--- src/rtl/mem_arb_pkg.sv ---
// mem_arb_pkg: shared state encoding, default widths and strobe decode for mem_arbiter
package mem_arb_pkg;

    localparam int MEM_ADDR_W = 28;
    localparam int MEM_DATA_W = 128;

    typedef enum logic [1:0] {
        ST_IDLE    = 2'd0,
        ST_SERVE_I = 2'd1,
        ST_SERVE_D = 2'd2
    } arb_state_t;

    // Returns {write, read}; a write suppresses a simultaneous read from the same cache
    function automatic logic [1:0] strobes(input logic rd, input logic wr);
        return {wr, rd & ~wr};
    endfunction

endpackage

--- src/rtl/mem_arbiter.sv ---
// mem_arbiter: shares one slow memory port between the I-cache and D-cache,
// one transaction at a time, round-robin or fixed D-first arbitration.
module mem_arbiter
    import mem_arb_pkg::*;
#(
    parameter int ADDR_W = MEM_ADDR_W,
    parameter int DATA_W = MEM_DATA_W,
    parameter int ARB_RR = 1
) (
    input  logic              clk,
    input  logic              rst,
    input  logic              i_mem_read,
    input  logic              i_mem_write,
    input  logic [ADDR_W-1:0] i_mem_addr,
    input  logic [DATA_W-1:0] i_mem_wdata,
    output logic [DATA_W-1:0] i_mem_rdata,
    output logic              i_mem_ready,
    input  logic              d_mem_read,
    input  logic              d_mem_write,
    input  logic [ADDR_W-1:0] d_mem_addr,
    input  logic [DATA_W-1:0] d_mem_wdata,
    output logic [DATA_W-1:0] d_mem_rdata,
    output logic              d_mem_ready,
    output logic              mem_read,
    output logic              mem_write,
    output logic [ADDR_W-1:0] mem_addr,
    output logic [DATA_W-1:0] mem_wdata,
    input  logic [DATA_W-1:0] mem_rdata,
    input  logic              mem_ready,
    output logic              grant_d
);

    arb_state_t state, state_nx;
    logic req_i, req_d, win_d, serve_i, serve_d, load, done;
    logic last_d;

    always_comb begin
        req_i    = i_mem_read | i_mem_write;
        req_d    = d_mem_read | d_mem_write;
        serve_i  = state == ST_SERVE_I;
        serve_d  = state == ST_SERVE_D;
        // last_d=0 after reset so D wins the first contention
        win_d    = req_d & (~req_i | (ARB_RR == 0) | ~last_d);
        state_nx = state;
        load     = 1'b0;
        done     = 1'b0;
        if (state == ST_IDLE) begin
            if (req_i | req_d) begin
                state_nx = win_d ? ST_SERVE_D : ST_SERVE_I;
                load     = 1'b1;
            end
        end else if (!(serve_i | serve_d)) begin
            state_nx = ST_IDLE;
        end else if (mem_ready) begin
            state_nx = ST_IDLE;
            done     = 1'b1;
        end else if (!(serve_d ? req_d : req_i)) begin
            state_nx = ST_IDLE;
        end
    end

    always_ff @(posedge clk) begin
        if (rst) begin
            state     <= ST_IDLE;
            last_d    <= 1'b0;
            mem_read  <= 1'b0;
            mem_write <= 1'b0;
            mem_addr  <= '0;
            mem_wdata <= '0;
        end else begin
            state <= state_nx;
            if (done)
                last_d <= serve_d;
            if (load) begin
                {mem_write, mem_read} <= win_d ? strobes(d_mem_read, d_mem_write)
                                               : strobes(i_mem_read, i_mem_write);
                mem_addr  <= win_d ? d_mem_addr : i_mem_addr;
                mem_wdata <= win_d ? d_mem_wdata : i_mem_wdata;
            end else if (state_nx == ST_IDLE) begin
                mem_read  <= 1'b0;
                mem_write <= 1'b0;
                mem_addr  <= '0;
                mem_wdata <= '0;
            end
        end
    end

    // Return path is combinational; reset masks a ready arriving in the reset cycle
    assign grant_d     = serve_d;
    assign i_mem_ready = mem_ready & serve_i & ~rst;
    assign d_mem_ready = mem_ready & serve_d & ~rst;
    assign i_mem_rdata = serve_i ? mem_rdata : '0;
    assign d_mem_rdata = serve_d ? mem_rdata : '0;

endmodule

--- config.mk ---
export PLATFORM = sky130hd
export DESIGN_NAME = mem_arbiter
export DESIGN_NICKNAME = d
export VERILOG_FILES = /design/src/rtl/mem_arb_pkg.sv /design/src/rtl/mem_arbiter.sv
export SDC_FILE = /design/constraint.sdc
export NUM_CORES = 1
export LEC_CHECK = 0
export BUFFER_PORTS_ARGS = -buffer_cell sky130_fd_sc_hd__buf_2
export CORE_AREA = 5 5 332 334
export CTS_BUF_LIST = sky130_fd_sc_hd__clkbuf_8
export CTS_CLUSTER_SIZE = 16
export DETAILED_ROUTE_END_ITERATION = 7
export DIE_AREA = 0 0 337 339
export PLACE_DENSITY = 0.33
export SYNTH_ARGS = -nofsm -noshare
export SYNTH_HDL_FRONTEND = slang
export SYNTH_SLANG_ARGS = --single-unit
--- constraint.sdc ---
create_clock -name clk -period 3.15 [get_ports clk]
set_input_delay 0.4725 -clock clk [delete_from_list [all_inputs] [get_ports clk]]
set_output_delay 0.4725 -clock clk [all_outputs]
set_load 0.02 [all_outputs]
=== Yosys cells after proc, flatten, opt, wreduce, memory -nomap -nowiden ===
Index checks and enable logic that the tools add are counted.

* Flip-flop bits (word level): 161
* Input bits: 447
* Output and inout port bits: 417
* Word-level logic and storage cells: 52

* Equal/unequal tests: 2
* Multiplexer cells: 24
* Bitwise operators: 17
* Reductions and logical operators: 3

{| class="wikitable"
|+ Operator list
! kind !! count
|-
| $mux 128 || 5
|-
| $mux 28 || 3
|-
| $mux 2 || 7
|-
| $mux 1 || 9
|-
| $and 1x1->1 || 7
|-
| $not 1->1 || 5
|-
| $or 1x1->1 || 5
|-
| $logic_not 2->1 || 2
|-
| $eq 2x1->1 const B || 1
|-
| $eq 2x2->1 const B || 1
|-
| $reduce_bool 2->1 || 1
|}

=== Depth between registers and ports, before layout ===
Gate-level depths: netlist of run 1.

* Word-level depth: 10
* Mapped depth: 10

=== Least setup slack after synthesis of run 1 ===
No wires, ideal clock.

* Path type: reg-to-reg
* Start point: register state[0]
* End point: register mem_wdata[98]
* Library setup time: 62 ps
* Arrival: 2029 ps
* Data required time: 3088 ps
* Path slack: 1058 ps
* Cell stages (with the launch flop): 10
* Cell sequence: dfxtp_1 -> inv_1 -> ha_1 -> buf_2 -> o31ai_1 -> a2111oi_4 -> buf_2 -> clkbuf_1 -> o21ai_0 -> nand3_1

* Cells in the longest elaborated chain, start to end: 8
* Elaborated cells between the ends (all ways): 14

{| class="wikitable"
|+ Ends and longest elaborated chain
! what !! line !! RTL
|-
| from (decl) || mem_arbiter.sv:33 || <nowiki>arb_state_t state, state_nx;</nowiki>
|-
| from (signal assigned) || mem_arbiter.sv:71 || <nowiki>state <= state_nx;</nowiki>
|-
| $eq 2x2->1 * || mem_arbiter.sv:41 || <nowiki>serve_d = state == ST_SERVE_D;</nowiki>
|-
| via grant_d || mem_arbiter.sv:30 || <nowiki>output logic grant_d</nowiki>
|-
| $mux 1 || mem_arbiter.sv:57 || <nowiki>end else if (!(serve_d ? req_d : req_i)) begin</nowiki>
|-
| $mux 2 || mem_arbiter.sv:57 ||
|-
| $mux 2 || mem_arbiter.sv:54 || <nowiki>end else if (mem_ready) begin</nowiki>
|-
| $mux 2 * || mem_arbiter.sv:52 || <nowiki>end else if (!(serve_i | serve_d)) begin</nowiki>
|-
| $mux 2 * || mem_arbiter.sv:47 || <nowiki>if (state == ST_IDLE) begin</nowiki>
|-
| $logic_not 2->1 * || mem_arbiter.sv:79 || <nowiki>end else if (state_nx == ST_IDLE) begin</nowiki>
|-
| $reduce_bool 2->1 (no source line) * || n/a ||
|-
| to (signal assigned) || mem_arbiter.sv:78 || <nowiki>mem_wdata <= win_d ? d_mem_wdata : i_mem_wdata;</nowiki>
|-
| to (decl) || mem_arbiter.sv:27 || <nowiki>output logic [DATA_W-1:0] mem_wdata,</nowiki>
|}

The timed path passes the listed nets; every way through them passes the cells marked *.
A chain may end at the register's enable or synchronous reset.

=== Worst setup path after layout of run 1 ===
* Start point: register state[1]
* End point: output i_mem_rdata[39]

* Cells in the longest elaborated chain, start to end: 2

{| class="wikitable"
|+ Ends and longest elaborated chain
! what !! line !! RTL
|-
| $eq 2x1->1 || mem_arbiter.sv:40 || <nowiki>serve_i = state == ST_SERVE_I;</nowiki>
|-
| $mux 128 || mem_arbiter.sv:92 || <nowiki>assign i_mem_rdata = serve_i ? mem_rdata : '0;</nowiki>
|-
| to (decl) || mem_arbiter.sv:16 || <nowiki>output logic [DATA_W-1:0] i_mem_rdata,</nowiki>
|}

Every way passes these cells.

==> impl_results.md, run 1 <==
- Vias in the first global route: 16680
- Total design power: 7160 uW
- Minimum setup slack among reg-to-reg paths: 0.59 ns
- Setup violation total in the final timing report: 0
- I/O Pins: 864
- Synthesized instance count: 1791
- Maximum Capacitance Violations: 0
- Register clock-pin slew on the reported worst setup and hold paths: 0.12 ns
- Launch point of the worst hold path: d_mem_wdata[34]
- Share of post-route cells with drive strength above 1: 0.3961
- Synthesis-stage register bit count: 161
- Fin. Hold Viols: 0
- Final routed wirelength across all metal layers: 109200 um
- Height of the die: 339 um
- Post-CTS setup-driven buffer insertion count: 0
- Synthesis-to-layout area growth: 47.98%
- Maximum resistive drop on vdd: 288.8 uV
- Setup Total Neg Slack: 0 ns
- Crit path arrival time: 2.32 ns
- Gpl congestion: 0.9585
- Final Critical Period: 2.790 ns
- Status: complete, no violations
- Antenna Nets Post-Route: 0
- Pwr Density: 371.5 mW/mm^2
- Total global routing track utilization: 0.1815
- Depth of the worst register-to-register path: 8
- # rows: 120
- Largest area contributor in the synthesized netlist: sky130_fd_sc_hd__dfxtp_1
- Met2 routing resource usage after global routing: 0.3069
- Proportion of synthesized chip area in sequential cells: 0.2475
- Final routed wire length divided by cell count: 27.70 um
- Most frequent cells in the layout: sky130_fd_sc_hd__buf_2 (862), sky130_fd_sc_hd__nand3_1 (315), sky130_fd_sc_hd__o21ai_0 (307)
- Fin cells: 3944
- Max-slew violations: 0
- Detailed-router iteration count before antenna repair: 5
- Iter 0 DRT Violations: 1099
- Transition at the pin with the smallest max-transition slack: 0.8173 ns
- Initial antenna violation count: 85
- CTS tree: built
- Area contributors post-synth: sky130_fd_sc_hd__dfxtp_1 (25%), sky130_fd_sc_hd__and2_1 (12%), sky130_fd_sc_hd__nand3_1 (12%)
- Worst hold-check path type: in2reg
- Largest net degree at the start of global routing: 132
- GRT met3 Usage: 0.04013
- Leak: 0.008980 uW
- Root buf cell: sky130_fd_sc_hd__clkbuf_8
- Avg Synthesized Cell Area: 7.271 um^2
- Portion of the clock cycle consumed by the worst path in the final layout: 0.8856
- Die outline area: 0.1142 mm^2
- Fraction of the core area covered by cells at the end of the flow: 0.1808
- Startpoint types: register
- Setup repair after global routing missed its margin: false
- CTS sink cnt: 161
- Portion of synthesized cell area occupied by the leading cell type: 0.2475
- Number of hold buffers added after cts: 0
- Net count after synthesis: 2241
- Starting Density: 0.1222
- Routed vias/inst: 4.305
- Data required time of the critical path: 2.68 ns
- Number of buffers between clock root and the deepest sink: 2
- Post-synthesis cell area: 0.01302 mm^2
- Die Width: 337 um
- Critical-path maximum fanout: 45
- Worst relative slew slack: 0.4551
- Count of different cell masters after synthesis: 33
- Fill count: 12320
- DRC viols: 0
- Via count: 16980
- Max H-tree Level: 4
- Cell area after layout: 0.01927 mm^2
- Placed inst area: 0.01878 mm^2
- Placed instance count: 3863
- Placeable core area: 0.1066 mm^2
- Overall overflow remaining after global route: 0
- Post-CTS Resized: 0
- Highest clock frequency the design can meet: 358.5 MHz
- Global-route track usage on met1: 0.2324
- Worst setup path class: reg2out
- Num CTS Buffers: 17
- Endpoint of the lowest-slack register-to-register path: mem_wdata[50]
- Clock skew: 0.03105 ns
- Number of buffer cells added on primary ports: 863
- Capture endpoint of the worst hold path: mem_wdata[34]
- Net count of the finished layout: 2929
- Clk Latency, worst-skew pair: 0.59 ns
- Reg2Reg Launch Point: state[0]
- Global-route wire length before repair: 146200 um
- Sum of net half-perimeters after detailed placement: 86160 um
- Most common cell after layout, fill and taps aside: sky130_fd_sc_hd__buf_2
- Depth of the worst hold-timing path: 4
- Category of the worst setup path capture point: output pin
- Yosys warns: 0
- Most Crowded Layer GR: met2
-- worst max-delay path: stages, from the launching register on --
cell                      delay (ns)
sky130_fd_sc_hd__dfxtp_1        0.37
sky130_fd_sc_hd__inv_1          0.13
sky130_fd_sc_hd__ha_4           0.48
sky130_fd_sc_hd__buf_4          0.34
sky130_fd_sc_hd__and2_1         0.21
sky130_fd_sc_hd__buf_2          0.20
-- cell families (layout without fill, tap and decap cells) --
| group | after synthesis | in the layout | synth area share |
|---|---|---|---|
| compound gates | 641 | 641 | 0.3255 |
| simple gates | 743 | 743 | 0.3403 |
| buf+inv | 242 | 943 | 0.08301 |
| fa+ha+maj | 3 | 3 | 0.002883 |
| mux | 1 | 1 | 0.0007687 |
| flops | 161 | 161 | 0.2475 |
| other cells | 0 | 49 | 0 |
-- routing by layer --
| metal | vias up | routed length, um |
|---|---|---|
| met5 | - | 100 |
| met4 | 14 | 2285 |
| met3 | 111 | 9732 |
| met2 | 712 | 52820 |
| met1 | 8227 | 44310 |
| li1 | 7916 | - |
-- flip-flops by register name, summed over array words and instances, names as in the netlist --
name       cells
mem_addr      28
mem_write      1
state          2
mem_read       1
last_d         1
mem_wdata    128
-- through the flow --
step	setup slack, ns	hold WS (ns)
2_1_floorplan	1.058	0.5237
3_3_place_gp	0.6770	0.6111
3_5_place_dp	0.6558	0.6069
4_1_cts	0.2713	0.1346
5_1_grt	0.1986	0.1925
6_report	0.3603	0.2252
-- cell type report --
cell class                      count  area [um^2]  share of cell area
Multi-Input combinational cell   1388         8810              0.4571
Timing Repair Buffer              907         4981              0.2585
Sequential cell                   161         3223              0.1673
Tap cell                         1403         1755             0.09109
Clock buffer                       19        261.5             0.01357
Antenna cell                       49        122.6            0.006363
Clock inverter                     13        102.6            0.005324
Inverter                            4        15.01           0.0007791
-- how the worst max path moves through the flow --
stage | slack [ns] | startpoint | end
2_1_floorplan | 1.06 | state[0] | mem_wdata[98]
3_3_place_gp | 0.68 | state[0] | mem_wdata[68]
3_5_place_dp | 0.66 | state[1] | mem_wdata[51]
4_1_cts | 0.27 | state[1] | i_mem_rdata[39]
5_1_grt | 0.20 | state[1] | i_mem_rdata[39]
6_report | 0.36 | state[1] | i_mem_rdata[39]
-- synthesized netlist by cell type, drive strengths merged --
master     n
and2     256
clkbuf   183
nor3b    157
nor2       5
nand2      2
o21ai    317
or2        2
dfxtp    161
nand3    315
a21oi      2
nand2b     1
a2111oi    2
mux2i      1
buf       55
o211ai   157
nor2b      2
o31ai      1
ha         3
o2111ai    1
o21a       1
nor3       1
o32ai      1
inv        4
a21o     157
and3       2
a21boi     1
o41a       1
-- power breakdown --
group / total, uW / internal [uW] / switching (uW)
sequential: 2380 / 2260 / 124
combinational: 3130 / 990 / 2140
clock: 1650 / 598 / 1050
total: 7160 / 3840 / 3320
(Power assumes the default switching activity.)
==> run 2: changes to the inputs <==
- CORE_AREA: 5 5 332 334 -> 2 2 338 340
- CTS_BUF_LIST: sky130_fd_sc_hd__clkbuf_8 -> sky130_fd_sc_hd__clkbuf_2 sky130_fd_sc_hd__clkbuf_4 sky130_fd_sc_hd__clkbuf_8
- DIE_AREA: 0 0 337 339 -> 0 0 340 342
- PLACE_DENSITY: 0.33 -> 0.31
==> impl_results.md, run 2 (synthesis results as in run 1) <==
- Data required time of the critical path: 2.68 ns (about the same)
- Proportion of power drawn by flip-flops and latches: 0.324 (was 0.332)
- Multi-input logic area: 0.008810 mm^2 (unchanged)
- Net switching component of the power: 3326 uW (was 3317 uW)
- Net count of the finished layout: 2929 (unchanged)
- Transition at the pin with the smallest max-transition slack: 1.026 ns (was 0.8173 ns)
- Number of hold buffers added after cts: 0 (unchanged)
- Hold Slack: 0.2392 ns (was 0.2252 ns)
- Total global routing track utilization: 0.1758 (was 0.1815)
- Category of the worst setup path capture point: output pin (unchanged)
- Largest net degree at the start of global routing: 102 (was 132)
- Final Critical Period: 2.783 ns (was 2.790 ns)
- Logic pwr share: 0.431 (was 0.438)
- I/O Pins: 864 (unchanged)
- Root buf cell: sky130_fd_sc_hd__clkbuf_8 (unchanged)
- Setup repair after global routing missed its margin: false (unchanged)
- Detailed-router iteration count before antenna repair: 5 (unchanged)
- Worst relative slew slack: 0.3160 (was 0.4551)
- Setup Total Neg Slack: 0 ns (unchanged)
- Leak: 0.009025 uW (was 0.008980 uW)
- Worst setup path class: reg2out (unchanged)
- Most common cell after layout, fill and taps aside: sky130_fd_sc_hd__buf_2 (unchanged)
- Crit path arrival time: 2.31 ns (was 2.32 ns)
- Clk Latency, worst-skew pair: 0.59 ns (about the same)
- Number of flip-flops in the largest register: 128 (unchanged)
- Leading registers by flop count: mem_wdata x128, mem_addr x28, state x2 (unchanged)
- Fin cells: 4028 (was 3944)
- Largest reg by FF count: mem_wdata (unchanged)
- Number of buffer cells added on primary ports: 863 (unchanged)
- Worst hold-check path type: in2reg (unchanged)
- Register clock-pin slew on the reported worst setup and hold paths: 0.11 ns (was 0.12 ns)
- CTS sink cnt: 161 (unchanged)
- Post-CTS setup-driven buffer insertion count: 0 (unchanged)
- Highest clock frequency the design can meet: 359.3 MHz (was 358.5 MHz)
- Num CTS Buffers: 17 (unchanged)
- Most frequent cells in the layout: sky130_fd_sc_hd__buf_2 (862), sky130_fd_sc_hd__nand3_1 (315), sky130_fd_sc_hd__o21ai_0 (307) (unchanged)
- Placed instance count: 3972 (was 3863)
- Fill count: 13070 (was 12320)
- Placeable core area: 0.1131 mm^2 (was 0.1066 mm^2)
- CTS tree: built (unchanged)
- Share of post-route cells with drive strength above 1: 0.3961 (unchanged)
- Overall overflow remaining after global route: 0 (unchanged)
- Switching part of the total power: 0.4551 (was 0.4633)
- Setup violation total in the final timing report: 0 (unchanged)
- Fin. Hold Viols: 0 (unchanged)
- Height of the die: 342 um (was 339 um)
- Vias in the first global route: 16160 (was 16680)
- Portion of the clock cycle consumed by the worst path in the final layout: 0.8835 (was 0.8856)
- Antenna Nets Post-Route: 0 (unchanged)
- Gpl congestion: 0.9620 (was 0.9585)
- Die outline area: 0.1163 mm^2 (was 0.1142 mm^2)
- Synthesis-to-layout area growth: 49.12% (was 47.98%)
- Iter 0 DRT Violations: 1189 (was 1099)
- Cell area after layout: 0.01942 mm^2 (was 0.01927 mm^2)
- Sum of net half-perimeters after detailed placement: 84480 um (was 86160 um)
- Max-slew violations: 0 (unchanged)
- Pwr Density: 376.4 mW/mm^2 (was 371.5 mW/mm^2)
- Maximum Capacitance Violations: 0 (unchanged)
- Global-route wire length before repair: 142800 um (was 146200 um)
- Maximum resistive drop on vdd: 240.5 uV (was 288.8 uV)
- Via count: 16920 (was 16980)
- Initial antenna violation count: 82 (was 85)
- # rows: 124 (was 120)
- Post-placement worst setup slack: 0.7213 ns (was 0.6558 ns)
- Max H-tree Level: 4 (unchanged)
- Number of buffers between clock root and the deepest sink: 2 (unchanged)
- Status: complete, no violations (unchanged)
- Share of total power in the clock network: 0.245 (was 0.230)
- Startpoint types: register (unchanged)
- Register area: 0.003223 mm^2 (unchanged)
- Die Width: 340 um (was 337 um)
- Critical-path maximum fanout: 101 (was 45)
- Final routed wire length divided by cell count: 26.61 um (was 27.70 um)
- Worst Slack Setup Final: 0.3671 ns (was 0.3603 ns)
- Cell Int Power: 3983 uW (was 3843 uW)
- Placed inst area: 0.01895 mm^2 (was 0.01878 mm^2)
- Starting Density: 0.1151 (was 0.1222)
- Clock skew: 0.01854 ns (was 0.03105 ns)
- Post-CTS Resized: 0 (unchanged)
- Routed vias/inst: 4.201 (was 4.305)
- Final routed wirelength across all metal layers: 107200 um (was 109200 um)
- DRC viols: 0 (unchanged)
run 2: stage by stage:
step / utilization / total power, uW
2_1_floorplan: - / 4105
4_1_cts: 0.1712 / 7503
3_3_place_gp: 0.1675 / 5654
5_1_grt: 0.1713 / 7723
3_5_place_dp: 0.1675 / 5628
6_report: 0.1717 / 7309
run 2: critical path: stages (launching register included):
cell,delay (ns)
sky130_fd_sc_hd__dfxtp_1,0.36
sky130_fd_sc_hd__inv_1,0.13
sky130_fd_sc_hd__ha_4,0.39
sky130_fd_sc_hd__buf_12,0.35
sky130_fd_sc_hd__and2_1,0.20
sky130_fd_sc_hd__buf_2,0.22
run 2: worst paths after layout:
path | end | slack (ns) | cells after the start | startpoint
setup / recovery | d_mem_rdata[12] | 0.37 | 5 | state[0]
hold / removal | mem_wdata[51] | 0.24 | 4 | d_mem_wdata[51]
setup reg to reg | mem_wdata[84] | 0.66 | 7 | state[1]
hold reg to reg | mem_wdata[98] | 0.63 | 3 | mem_wdata[98]
run 2: power by group through the flow:
| stage | clock network, uW | registers (uW) | logic, uW |
|---|---|---|---|
| 2_1_floorplan | 0 | 2660 | 1450 |
| 3_3_place_gp | 0 | 2410 | 3240 |
| 3_5_place_dp | 0 | 2420 | 3210 |
| 4_1_cts | 1910 | 2370 | 3220 |
| 5_1_grt | 1950 | 2400 | 3370 |
| 6_report | 1790 | 2370 | 3150 |
run 2: layout make-up:
cell class              instances  area share
inverters                       4   0.0007732
well taps                    1512     0.09742
repair buffers                907      0.2578
flip-flops and latches        161      0.1660
diodes                         24    0.003093
clock buffers                  17     0.01205
clock inverters                15    0.009214
multi-input cells            1388      0.4537
run 2: metal layers:
| layer | vias up | global-route usage | routed length, um |
|---|---|---|---|
| li1 | 7887 | - | - |
| met1 | 8174 | 0.2250 | 45070 |
| met2 | 717 | 0.2955 | 51180 |
| met3 | 128 | 0.03728 | 7861 |
| met4 | 16 | 0.05125 | 2957 |
| met5 | - | 0 | 103 |
